<file path="config.mk">
export PLATFORM = sky130hd
export DESIGN_NAME = plc_io_bridge_flat
export DESIGN_NICKNAME = d
export VERILOG_FILES = /design/src/rtl/plc_io_pkg.sv /design/src/rtl/plc_io_bridge_if.sv /design/src/rtl/plc_io_filter.sv /design/src/rtl/plc_io_bridge.sv /design/src/flat_wrapper.sv
export SDC_FILE = /design/constraint.sdc
export NUM_CORES = 1
export LEC_CHECK = 0
export BUFFER_PORTS_ARGS = -buffer_cell sky130_fd_sc_hd__buf_2
export CORE_UTILIZATION = 59
export CTS_CLUSTER_SIZE = 40
export DETAILED_ROUTE_END_ITERATION = 16
export HOLD_SLACK_MARGIN = 0.15
export PLACE_DENSITY = 0.88
export SETUP_SLACK_MARGIN = 0.05
export SYNTH_ARGS = -nofsm -noshare
export SYNTH_HDL_FRONTEND = slang
export SYNTH_SLANG_ARGS = --single-unit
</file>
<file path="constraint.sdc">
create_clock -name clk -period 2.4 [get_ports clk]
set_input_delay 0.48 -clock clk [delete_from_list [all_inputs] [get_ports clk]]
set_output_delay 0.48 -clock clk [all_outputs]
set_load 0.02 [all_outputs]
</file>
<file path="src/rtl/plc_io_pkg.sv">
// Shared defaults and filter-state type for the PLC GPIO boundary bridge.
// The optional link watchdog is built only when PLC_IO_WDT_EN is defined.
package plc_io_pkg;

    localparam int DEF_N_Q       = 11;
    localparam int DEF_N_I       = 14;
    localparam int DEF_FILT_LEN  = 4;
    localparam int DEF_PWM_W     = 16;
    localparam int DEF_WDT_TICKS = 200;

    // Counter width is fixed so the state type stays parameter-free; FILT_LEN up to 256.
    localparam int FILT_CNT_W = 8;

    typedef struct packed {
        logic                  level;
        logic [FILT_CNT_W-1:0] cnt;
    } filt_state_t;

endpackage

</file>
<file path="src/rtl/plc_io_bridge_if.sv">
// Signal bundle between the GPIO/plant side and plc_io_bridge.
// Used unchanged whether or not PLC_IO_WDT_EN is defined.
interface plc_io_bridge_if
    import plc_io_pkg::*;
#(
    parameter int N_Q   = DEF_N_Q,
    parameter int N_I   = DEF_N_I,
    parameter int PWM_W = DEF_PWM_W
) ();

    logic             en;
    logic             manual;
    logic [N_Q-1:0]   man_q;
    logic [N_Q-1:0]   q_raw;
    logic             pwm_raw;
    logic [N_Q-1:0]   q_out;
    logic [PWM_W-1:0] pwm_duty;
    logic             pwm_valid;
    logic [N_I-1:0]   i_in;
    logic [N_I-1:0]   i_out;
    logic             link_ok;

    modport master (
        output en, manual, man_q, q_raw, pwm_raw, i_in,
        input  q_out, pwm_duty, pwm_valid, i_out, link_ok
    );

    modport slave (
        input  en, manual, man_q, q_raw, pwm_raw, i_in,
        output q_out, pwm_duty, pwm_valid, i_out, link_ok
    );

endinterface

</file>
<file path="src/rtl/plc_io_filter.sv">
// One PLC output channel: two-flop synchroniser followed by an en-sampled glitch filter.
// The synchronised level is exported only when PLC_IO_WDT_EN is defined.
module plc_io_filter
    import plc_io_pkg::*;
#(
    parameter int FILT_LEN = DEF_FILT_LEN
) (
    input  logic clk,
    input  logic rst_n,
    input  logic i_en,
    input  logic i_raw,
`ifdef PLC_IO_WDT_EN
    output logic o_sync,
`endif
    output logic o_level
);

    localparam logic [FILT_CNT_W-1:0] CNT_LAST = FILT_CNT_W'(FILT_LEN - 1);

    logic        r_s1;
    logic        r_s2;
    filt_state_t r_state;

    // NOTE: non-blocking assignments on every flop so each one samples pre-edge values.
    always_ff @(posedge clk or negedge rst_n) begin
        if (!rst_n) begin
            r_s1    <= 1'b0;
            r_s2    <= 1'b0;
            r_state <= '0;
        end else begin
            r_s1 <= i_raw;
            r_s2 <= r_s1;
            if (i_en) begin
                if (r_s2 == r_state.level) begin
                    r_state.cnt <= '0;
                end else if (r_state.cnt == CNT_LAST) begin
                    r_state.level <= r_s2;
                    r_state.cnt   <= '0;
                end else begin
                    r_state.cnt <= r_state.cnt + 1'b1;
                end
            end
        end
    end

`ifdef PLC_IO_WDT_EN
    assign o_sync = r_s2;
`endif
    assign o_level = r_state.level;

endmodule

</file>
<file path="src/rtl/plc_io_bridge.sv">
// PLC GPIO boundary: filtered/overridable commands, PWM duty decode, sensor return path.
// Define PLC_IO_WDT_EN to build the link watchdog; otherwise link_ok is 1 after reset.
module plc_io_bridge
    import plc_io_pkg::*;
#(
    parameter int N_Q       = DEF_N_Q,
    parameter int N_I       = DEF_N_I,
    parameter int FILT_LEN  = DEF_FILT_LEN,
    parameter int PWM_W     = DEF_PWM_W,
    parameter int WDT_TICKS = DEF_WDT_TICKS
) (
    input  logic           clk,
    input  logic           rst_n,
    plc_io_bridge_if.slave bus
);

    logic [N_Q-1:0]   w_filt;
    logic             r_pwm_s1;
    logic             r_pwm_s2;
    logic [PWM_W-1:0] r_win_cnt;
    logic [PWM_W-1:0] r_high_cnt;
    logic [PWM_W-1:0] w_high_next;
    logic [PWM_W-1:0] r_pwm_duty;
    logic             r_pwm_valid;
    logic [N_Q-1:0]   r_q_out;
    logic [N_I-1:0]   r_i_out;
    logic             r_link_ok;

`ifdef PLC_IO_WDT_EN
    logic [N_Q-1:0] w_sync;
`endif

    for (genvar g = 0; g < N_Q; g++) begin : g_chan
        plc_io_filter #(
            .FILT_LEN (FILT_LEN)
        ) u_filter (
            .clk     (clk),
            .rst_n   (rst_n),
            .i_en    (bus.en),
            .i_raw   (bus.q_raw[g]),
`ifdef PLC_IO_WDT_EN
            .o_sync  (w_sync[g]),
`endif
            .o_level (w_filt[g])
        );
    end

    // NOTE: default assigned first so no path through always_comb can infer a latch.
    always_comb begin
        w_high_next = r_high_cnt;
        if (r_pwm_s2 && (r_high_cnt != '1)) begin
            w_high_next = r_high_cnt + 1'b1;
        end
    end

    // The last window cycle's own sample is folded into the published duty.
    always_ff @(posedge clk or negedge rst_n) begin
        if (!rst_n) begin
            r_pwm_s1    <= 1'b0;
            r_pwm_s2    <= 1'b0;
            r_win_cnt   <= '0;
            r_high_cnt  <= '0;
            r_pwm_duty  <= '0;
            r_pwm_valid <= 1'b0;
        end else begin
            r_pwm_s1    <= bus.pwm_raw;
            r_pwm_s2    <= r_pwm_s1;
            r_win_cnt   <= r_win_cnt + 1'b1;
            r_pwm_valid <= 1'b0;
            if (r_win_cnt == '1) begin
                r_pwm_duty  <= w_high_next;
                r_pwm_valid <= 1'b1;
                r_high_cnt  <= '0;
            end else begin
                r_high_cnt <= w_high_next;
            end
        end
    end

`ifdef PLC_IO_WDT_EN
    localparam int WDT_W = $clog2(WDT_TICKS + 1);
    localparam logic [WDT_W-1:0] WDT_MAX  = WDT_W'(WDT_TICKS);
    localparam logic [WDT_W-1:0] WDT_LAST = WDT_W'(WDT_TICKS - 1);

    logic [N_Q-1:0]   r_q_prev;
    logic             r_pwm_prev;
    logic [WDT_W-1:0] r_wdt_cnt;
    logic             w_activity;

    assign w_activity = (w_sync != r_q_prev) || (r_pwm_s2 != r_pwm_prev);

    // Activity takes priority over a coincident en tick.
    always_ff @(posedge clk or negedge rst_n) begin
        if (!rst_n) begin
            r_q_prev   <= '0;
            r_pwm_prev <= 1'b0;
            r_wdt_cnt  <= '0;
            r_link_ok  <= 1'b0;
        end else begin
            r_q_prev   <= w_sync;
            r_pwm_prev <= r_pwm_s2;
            if (w_activity) begin
                r_wdt_cnt <= '0;
                r_link_ok <= 1'b1;
            end else if (bus.en && (r_wdt_cnt != WDT_MAX)) begin
                r_wdt_cnt <= r_wdt_cnt + 1'b1;
                if (r_wdt_cnt == WDT_LAST) begin
                    r_link_ok <= 1'b0;
                end
            end
        end
    end
`else
    always_ff @(posedge clk or negedge rst_n) begin
        if (!rst_n) begin
            r_link_ok <= 1'b0;
        end else begin
            r_link_ok <= 1'b1;
        end
    end
`endif

    always_ff @(posedge clk or negedge rst_n) begin
        if (!rst_n) begin
            r_q_out <= '0;
            r_i_out <= '0;
        end else begin
            r_q_out <= bus.manual ? bus.man_q : (r_link_ok ? w_filt : '0);
            r_i_out <= bus.i_in;
        end
    end

    assign bus.q_out     = r_q_out;
    assign bus.pwm_duty  = r_pwm_duty;
    assign bus.pwm_valid = r_pwm_valid;
    assign bus.i_out     = r_i_out;
    assign bus.link_ok   = r_link_ok;

endmodule

</file>
<file path="src/flat_wrapper.sv">
// flat-port wrapper written by rule: the top's interface ports become plain ports
module plc_io_bridge_flat import plc_io_pkg::*;
#(
    parameter int N_Q       = DEF_N_Q,
    parameter int N_I       = DEF_N_I,
    parameter int FILT_LEN  = DEF_FILT_LEN,
    parameter int PWM_W     = DEF_PWM_W,
    parameter int WDT_TICKS = DEF_WDT_TICKS
)
  (clk, rst_n, bus_en, bus_manual, bus_man_q, bus_q_raw, bus_pwm_raw, bus_i_in, bus_q_out, bus_pwm_duty, bus_pwm_valid, bus_i_out, bus_link_ok);
  plc_io_bridge_if #(.N_Q(N_Q), .N_I(N_I), .PWM_W(PWM_W)) bus_i ();
  input  logic clk;
  input  logic rst_n;
  input wire logic [$bits(bus_i.en)-1:0] bus_en;
  input wire logic [$bits(bus_i.manual)-1:0] bus_manual;
  input wire logic [$bits(bus_i.man_q)-1:0] bus_man_q;
  input wire logic [$bits(bus_i.q_raw)-1:0] bus_q_raw;
  input wire logic [$bits(bus_i.pwm_raw)-1:0] bus_pwm_raw;
  input wire logic [$bits(bus_i.i_in)-1:0] bus_i_in;
  output wire logic [$bits(bus_i.q_out)-1:0] bus_q_out;
  output wire logic [$bits(bus_i.pwm_duty)-1:0] bus_pwm_duty;
  output wire logic [$bits(bus_i.pwm_valid)-1:0] bus_pwm_valid;
  output wire logic [$bits(bus_i.i_out)-1:0] bus_i_out;
  output wire logic [$bits(bus_i.link_ok)-1:0] bus_link_ok;
  assign bus_i.en = bus_en;
  assign bus_i.manual = bus_manual;
  assign bus_i.man_q = bus_man_q;
  assign bus_i.q_raw = bus_q_raw;
  assign bus_i.pwm_raw = bus_pwm_raw;
  assign bus_i.i_in = bus_i_in;
  assign bus_q_out = bus_i.q_out;
  assign bus_pwm_duty = bus_i.pwm_duty;
  assign bus_pwm_valid = bus_i.pwm_valid;
  assign bus_i_out = bus_i.i_out;
  assign bus_link_ok = bus_i.link_ok;
  plc_io_bridge #(.N_Q(N_Q), .N_I(N_I), .FILT_LEN(FILT_LEN), .PWM_W(PWM_W), .WDT_TICKS(WDT_TICKS)) u_core (.clk(clk), .rst_n(rst_n), .bus(bus_i));
endmodule
</file>
Word level (Yosys, flattened, before mapping)

Cells that the tools add are included.

Reduce and logical (&&, ||, !) cells: 12
Muxes and demuxes: 27
Bitwise gates (word level): 11
Equal/unequal tests: 24
Add/subtract/negate cells: 13

Operators with widths:

| cell                                           | number |
|---|---|
| 2-to-1 mux 8 bit                               | 22 |
| adder 8 x 1 -> 8 bit (second input constant)   | 11 |
| == test 8 x 2 -> 1 bit (second input constant) | 11 |
| AND reduction 3 bit                            | 11 |
| adder 16 x 1 -> 16 bit (second input constant) | 2 |
| 2-to-1 mux 16 bit                              | 2 |
| 2-to-1 mux 11 bit                              | 2 |
| == test 16 bit (second input constant)         | 1 |
| inequality test 16 bit (second input constant) | 1 |
| == test 1 bit                                  | 11 |
| inverter 1 bit                                 | 11 |
| logical AND 1 bit                              | 1 |
| 2-to-1 mux 1 bit                               | 1 |

Logic and storage cells: 140
Input bits: 41
Register bits: 198
Output and inout bits: 43

Depth between registers and ports, before layout

Depth in word-level cells: 4
Gate-level depth with buffers: 7
Mapped depth without buffers: 6

Cells and area by module

Synthesis repeated with hierarchy kept, for this count alone.

Cell total of the unflattened synthesis: 829
Area, all modules: 9,248.9 um^2

By module, submodules not included:

| module        | times used | cells an instance | area an instance (um^2) |
|---|---|---|---|
| plc_io_filter | 11         | 51                | 556.8 |
| plc_io_bridge | 1          | 268               | 3,124.2 |

Worst setup path after synthesis

OpenSTA, ideal clock, no wires.

Path type: flip-flop to flip-flop
Start: register u_core.g_chan[6].u_filter.r_state[0] (netlist bit)
End: register u_core.g_chan[6].u_filter.r_state, in the netlist u_core.g_chan[6].u_filter.o_level
Required time: 2,275 ps
Path slack: 473 ps
Data arrival time: 1,803 ps
Library setup time: 125 ps
Clock period less this slack: 1,927 ps
Cell stages (with the launch flop): 6
Cell sequence: dfrtp_1 ha_1 or4b_2 nor4_4 nand2_1 mux2_2

Cells in the longest elaborated chain, start to end: 2

Ends and longest elaborated chain:

| item                          | line                | text |
|---|---|---|
| start, declared               | plc_io_filter.sv:22 | `filt_state_t r_state;` |
| == test 8 x 2 -> 1 bit        | plc_io_filter.sv:36 | `end else if (r_state.cnt == CNT_LAST) begin` |
| AND reduction 3 bit (no line) | n/a                 |  |

No other way between the ends.
A chain may end at the register's enable or synchronous reset.

Worst setup path after layout

Start: register u_core.g_chan[6].u_filter.r_state[0] (netlist bit)
End: register u_core.g_chan[6].u_filter.r_state[5] (netlist bit)

Cells in the longest elaborated chain, start to end: 3

Ends and longest elaborated chain:

| item                                                           | line                                     | text |
|---|---|---|
| adder 8 x 1 -> 8 bit or == test 8 x 2 -> 1 bit (tied branches) | plc_io_filter.sv:40, plc_io_filter.sv:36 |  |
| 2-to-1 mux 8 bit *                                             | plc_io_filter.sv:36                      |  |
| 2-to-1 mux 8 bit *                                             | plc_io_filter.sv:34                      | `if (r_s2 == r_state.level) begin` |

Every way passes the cells marked *; elsewhere a longest branch is shown, timed or not.

==> results.sh <==
export IMPL_layout_common_cells="198 x dfrtp_1, 82 x buf_2, 52 x nand3_1, 51 x o21ai_0, 51 x nor2_1"
export IMPL_synthCells=788
export IMPL_grt_pass1_wl_um=29000
export IMPL_finClkSkew_ns=0.00624
export IMPL_synth_area_leaders="dfrtp_1 57%, xor2_1 3.9%, nand3_1 3.0%, o21ai_0 2.9%, and3_1 2.3%"
export IMPL_holdWs_ns=0.182
export IMPL_chipWidth_um=124
export IMPL_htreeDepth=4
export IMPL_ctsRootBufferMaster="clkbuf_16"
export IMPL_synth_top_cell_by_area="dfrtp_1"
export IMPL_holdBufCountCts=26
export IMPL_nets=956
export IMPL_min_period_over_period=0.895
export IMPL_hp_class="input port to flop"
export IMPL_powerDensity_nw_per_um2=851
export IMPL_clockBufferDepth=2
export IMPL_cp_slowest_stage_delay_ns=0.63
export IMPL_synth_top_area_frac=0.566
export IMPL_fmax_mhz=466
export IMPL_ys_types=48
export IMPL_pre_cts_ws_ns=0.286
export IMPL_crit_arrival_ns=2.46
export IMPL_numCtsBuffers=17
export IMPL_grt_pass1_vias=6197
export IMPL_end_kind="flop"
export IMPL_synth_edff_count=0
export IMPL_cts_repair_resized=0
export IMPL_tightest_slew_ns=0.837
export IMPL_dr_first_iter_drc_count=496
export IMPL_start_kind="flop"
export IMPL_dieArea_um2=15300
export IMPL_crit_path_top_delay_cell="or4b_2"
export IMPL_ir_drop_mv=0.658
export IMPL_postRouteAntennaNets=0
export IMPL_routed_wl_um=17100
export IMPL_setup_ws_ns=0.252
export IMPL_route_detailed_drc=0
export IMPL_ys_async_sr_fraction=1.00
export IMPL_rsz0062_at_grt="no"
export IMPL_slew_headroom=0.441
export IMPL_clkTransAtPathRegs_ns=0.07
export IMPL_crit_chain="ha_1, or4b_2, nor4_4, nor2_1, a22o_1"
export IMPL_gp_congestion=0.843
export IMPL_postCtsSetupRepairBufs=0
export IMPL_maxCapViolations=0
export IMPL_insertion_delay_ns=0.43
export IMPL_grt_overflow_total=0
export IMPL_final_common_cell="dfrtp_1"
export IMPL_drv_slew=0
export IMPL_via_per_inst=5.90
export IMPL_hold_viol=0
export IMPL_port_buffers=83
export IMPL_clock_sinks=198
export IMPL_first_pass_iters=6
export IMPL_area_growth_pct=17.8
export IMPL_synth_fp_nets=842
export IMPL_finalSetupTns_ns=0
export IMPL_min_period_ns=2.15
export IMPL_design_core_area_um2=14500
export IMPL_syn_avg_cell_area_um2=11.1
export IMPL_final_setup_viol_count=0
export IMPL_crit_fanout=7
export IMPL_critPathRequiredTime_ns=2.71
export IMPL_synth_main_ff_cell="dfrtp_1"
export IMPL_start_util=0.604
export IMPL_drive_above_1_share=0.157
export IMPL_seq_area_frac_synth=0.566
export IMPL_syn_area_um2=8750
export IMPL_vias=6488
export IMPL_critPathBufInv=0
export IMPL_grt_max_degree=71
export IMPL_antenna_found_initial=0
export IMPL_cts_tree="done"
export IMPL_synth_seq_cells=198
export IMPL_critPathKind="flop to flop"
export IMPL_final_core_util=0.712
export IMPL_wl_per_cell_um=15.5
export IMPL_fp_row_count=44
export IMPL_ioPinCount=84
export IMPL_insertedDiodeCount=0
export IMPL_die_h_um=124
export IMPL_grt_usage=0.245
export IMPL_leakage_nw=4.90
export IMPL_cpLargestDelayFamily="simple AND/OR/NAND/NOR gates"
export IMPL_status="finished clean"
export IMPL_ys_warn_count=0
export IMPL_dp_hpwl_um=11200
metrics by stage:
stage / std cells / total power [W] / cell area (um2)
after floorplan: 788 / 0.00530 / 8750
after global placement: 1041 / 0.00569 / 9420
after detailed placement: 1041 / 0.00579 / 9420
after CTS: 1099 / 0.00884 / 10300
after global routing: 1099 / 0.00924 / 10300
final: 1099 / 0.00877 / 10300
kinds of logic after synthesis:
| kind of cell | Yosys count | synth area share |
|---|---|---|
| AND/OR/NAND/NOR | 286 | 0.182 |
| flip-flops | 198 | 0.566 |
| AO/OA/AOI/OAI | 160 | 0.121 |
| XOR/XNOR | 60 | 0.0601 |
| buffers and inverters | 45 | 0.0205 |
| multiplexers | 25 | 0.0302 |
| adder cells (fa/ha/maj) | 13 | 0.0186 |
| other | 1 | 0.000429 |
layer usage:
layer | wire [um] | track usage | share of wire | up-vias
met5 | 0 | 0 | 0 | -
met3 | 910 | 0.0586 | 0.053 | 17
met4 | 204 | 0.0761 | 0.012 | 0
met2 | 8330 | 0.399 | 0.49 | 205
met1 | 7620 | 0.324 | 0.45 | 3172
li1 | - | - | - | 3094
cells in the mapped netlist (all sizes together) (9+ instances only):
master,instances
dfrtp,198
nand3,52
nor2,51
o21ai,51
nand2,44
xor2,39
and3,32
nand4,25
xnor2,21
inv,19
clkbuf,18
a21o,17
nor3b,17
o2bb2ai,17
a21oi,16
a22o,15
nor3,15
mux2i,14
a31oi,13
ha,13
o31ai,13
mux2,11
nor4,9
final cells by class:
class,instances,area [um2]
clock buffers,20,447
clock inverters,12,176
fillers,1005,4170
inverters,19,71.3
multi-input cells,545,3610
flip-flops and latches,198,4950
well taps,184,230
repair buffers,121,812
flip-flops by register name (all words and copies together), names as in the netlist, 11 cells and up:
signal and flops:
u_core.g_chan.u_filter.o_level 11, u_core.g_chan.u_filter.r_s1 11, u_core.bus.q_out 11, u_core.bus.pwm_duty 16, u_core.r_win_cnt 16, u_core.r_high_cnt 16, u_core.g_chan.u_filter.r_s2 11, u_core.bus.i_out 14
u_core.g_chan.u_filter.r_state 88
worst paths after layout:
kind | start | end | slack, ns | depth (start not counted)
max | u_core.g_chan[6].u_filter.r_state[0] | u_core.g_chan[6].u_filter.r_state[5] | 0.25 | 5
min | bus_q_raw[4] | u_core.g_chan[4].u_filter.r_s1 | 0.18 | 1
max reg2reg | u_core.g_chan[6].u_filter.r_state[0] | u_core.g_chan[6].u_filter.r_state[5] | 0.25 | 5
min reg2reg | u_core.g_chan[7].u_filter.r_s1 | u_core.g_chan[7].u_filter.r_s2 | 0.35 | 0
max in group asynchronous | rst_n | u_core.g_chan[1].u_filter.r_state[0] | 1.16 | 3
min in group asynchronous | rst_n | u_core.g_chan[1].u_filter.r_state[5] | 0.58 | 2
power breakdown:
group / switching (W) / total [W] / internal (W)
logic: 0.000868 / 0.00155 / 0.000687
clock network: 0.00121 / 0.00298 / 0.00177
registers: 0.000483 / 0.00424 / 0.00375
total: 0.00256 / 0.00877 / 0.00621
Note: power is estimated with default switching activity, not from simulation.
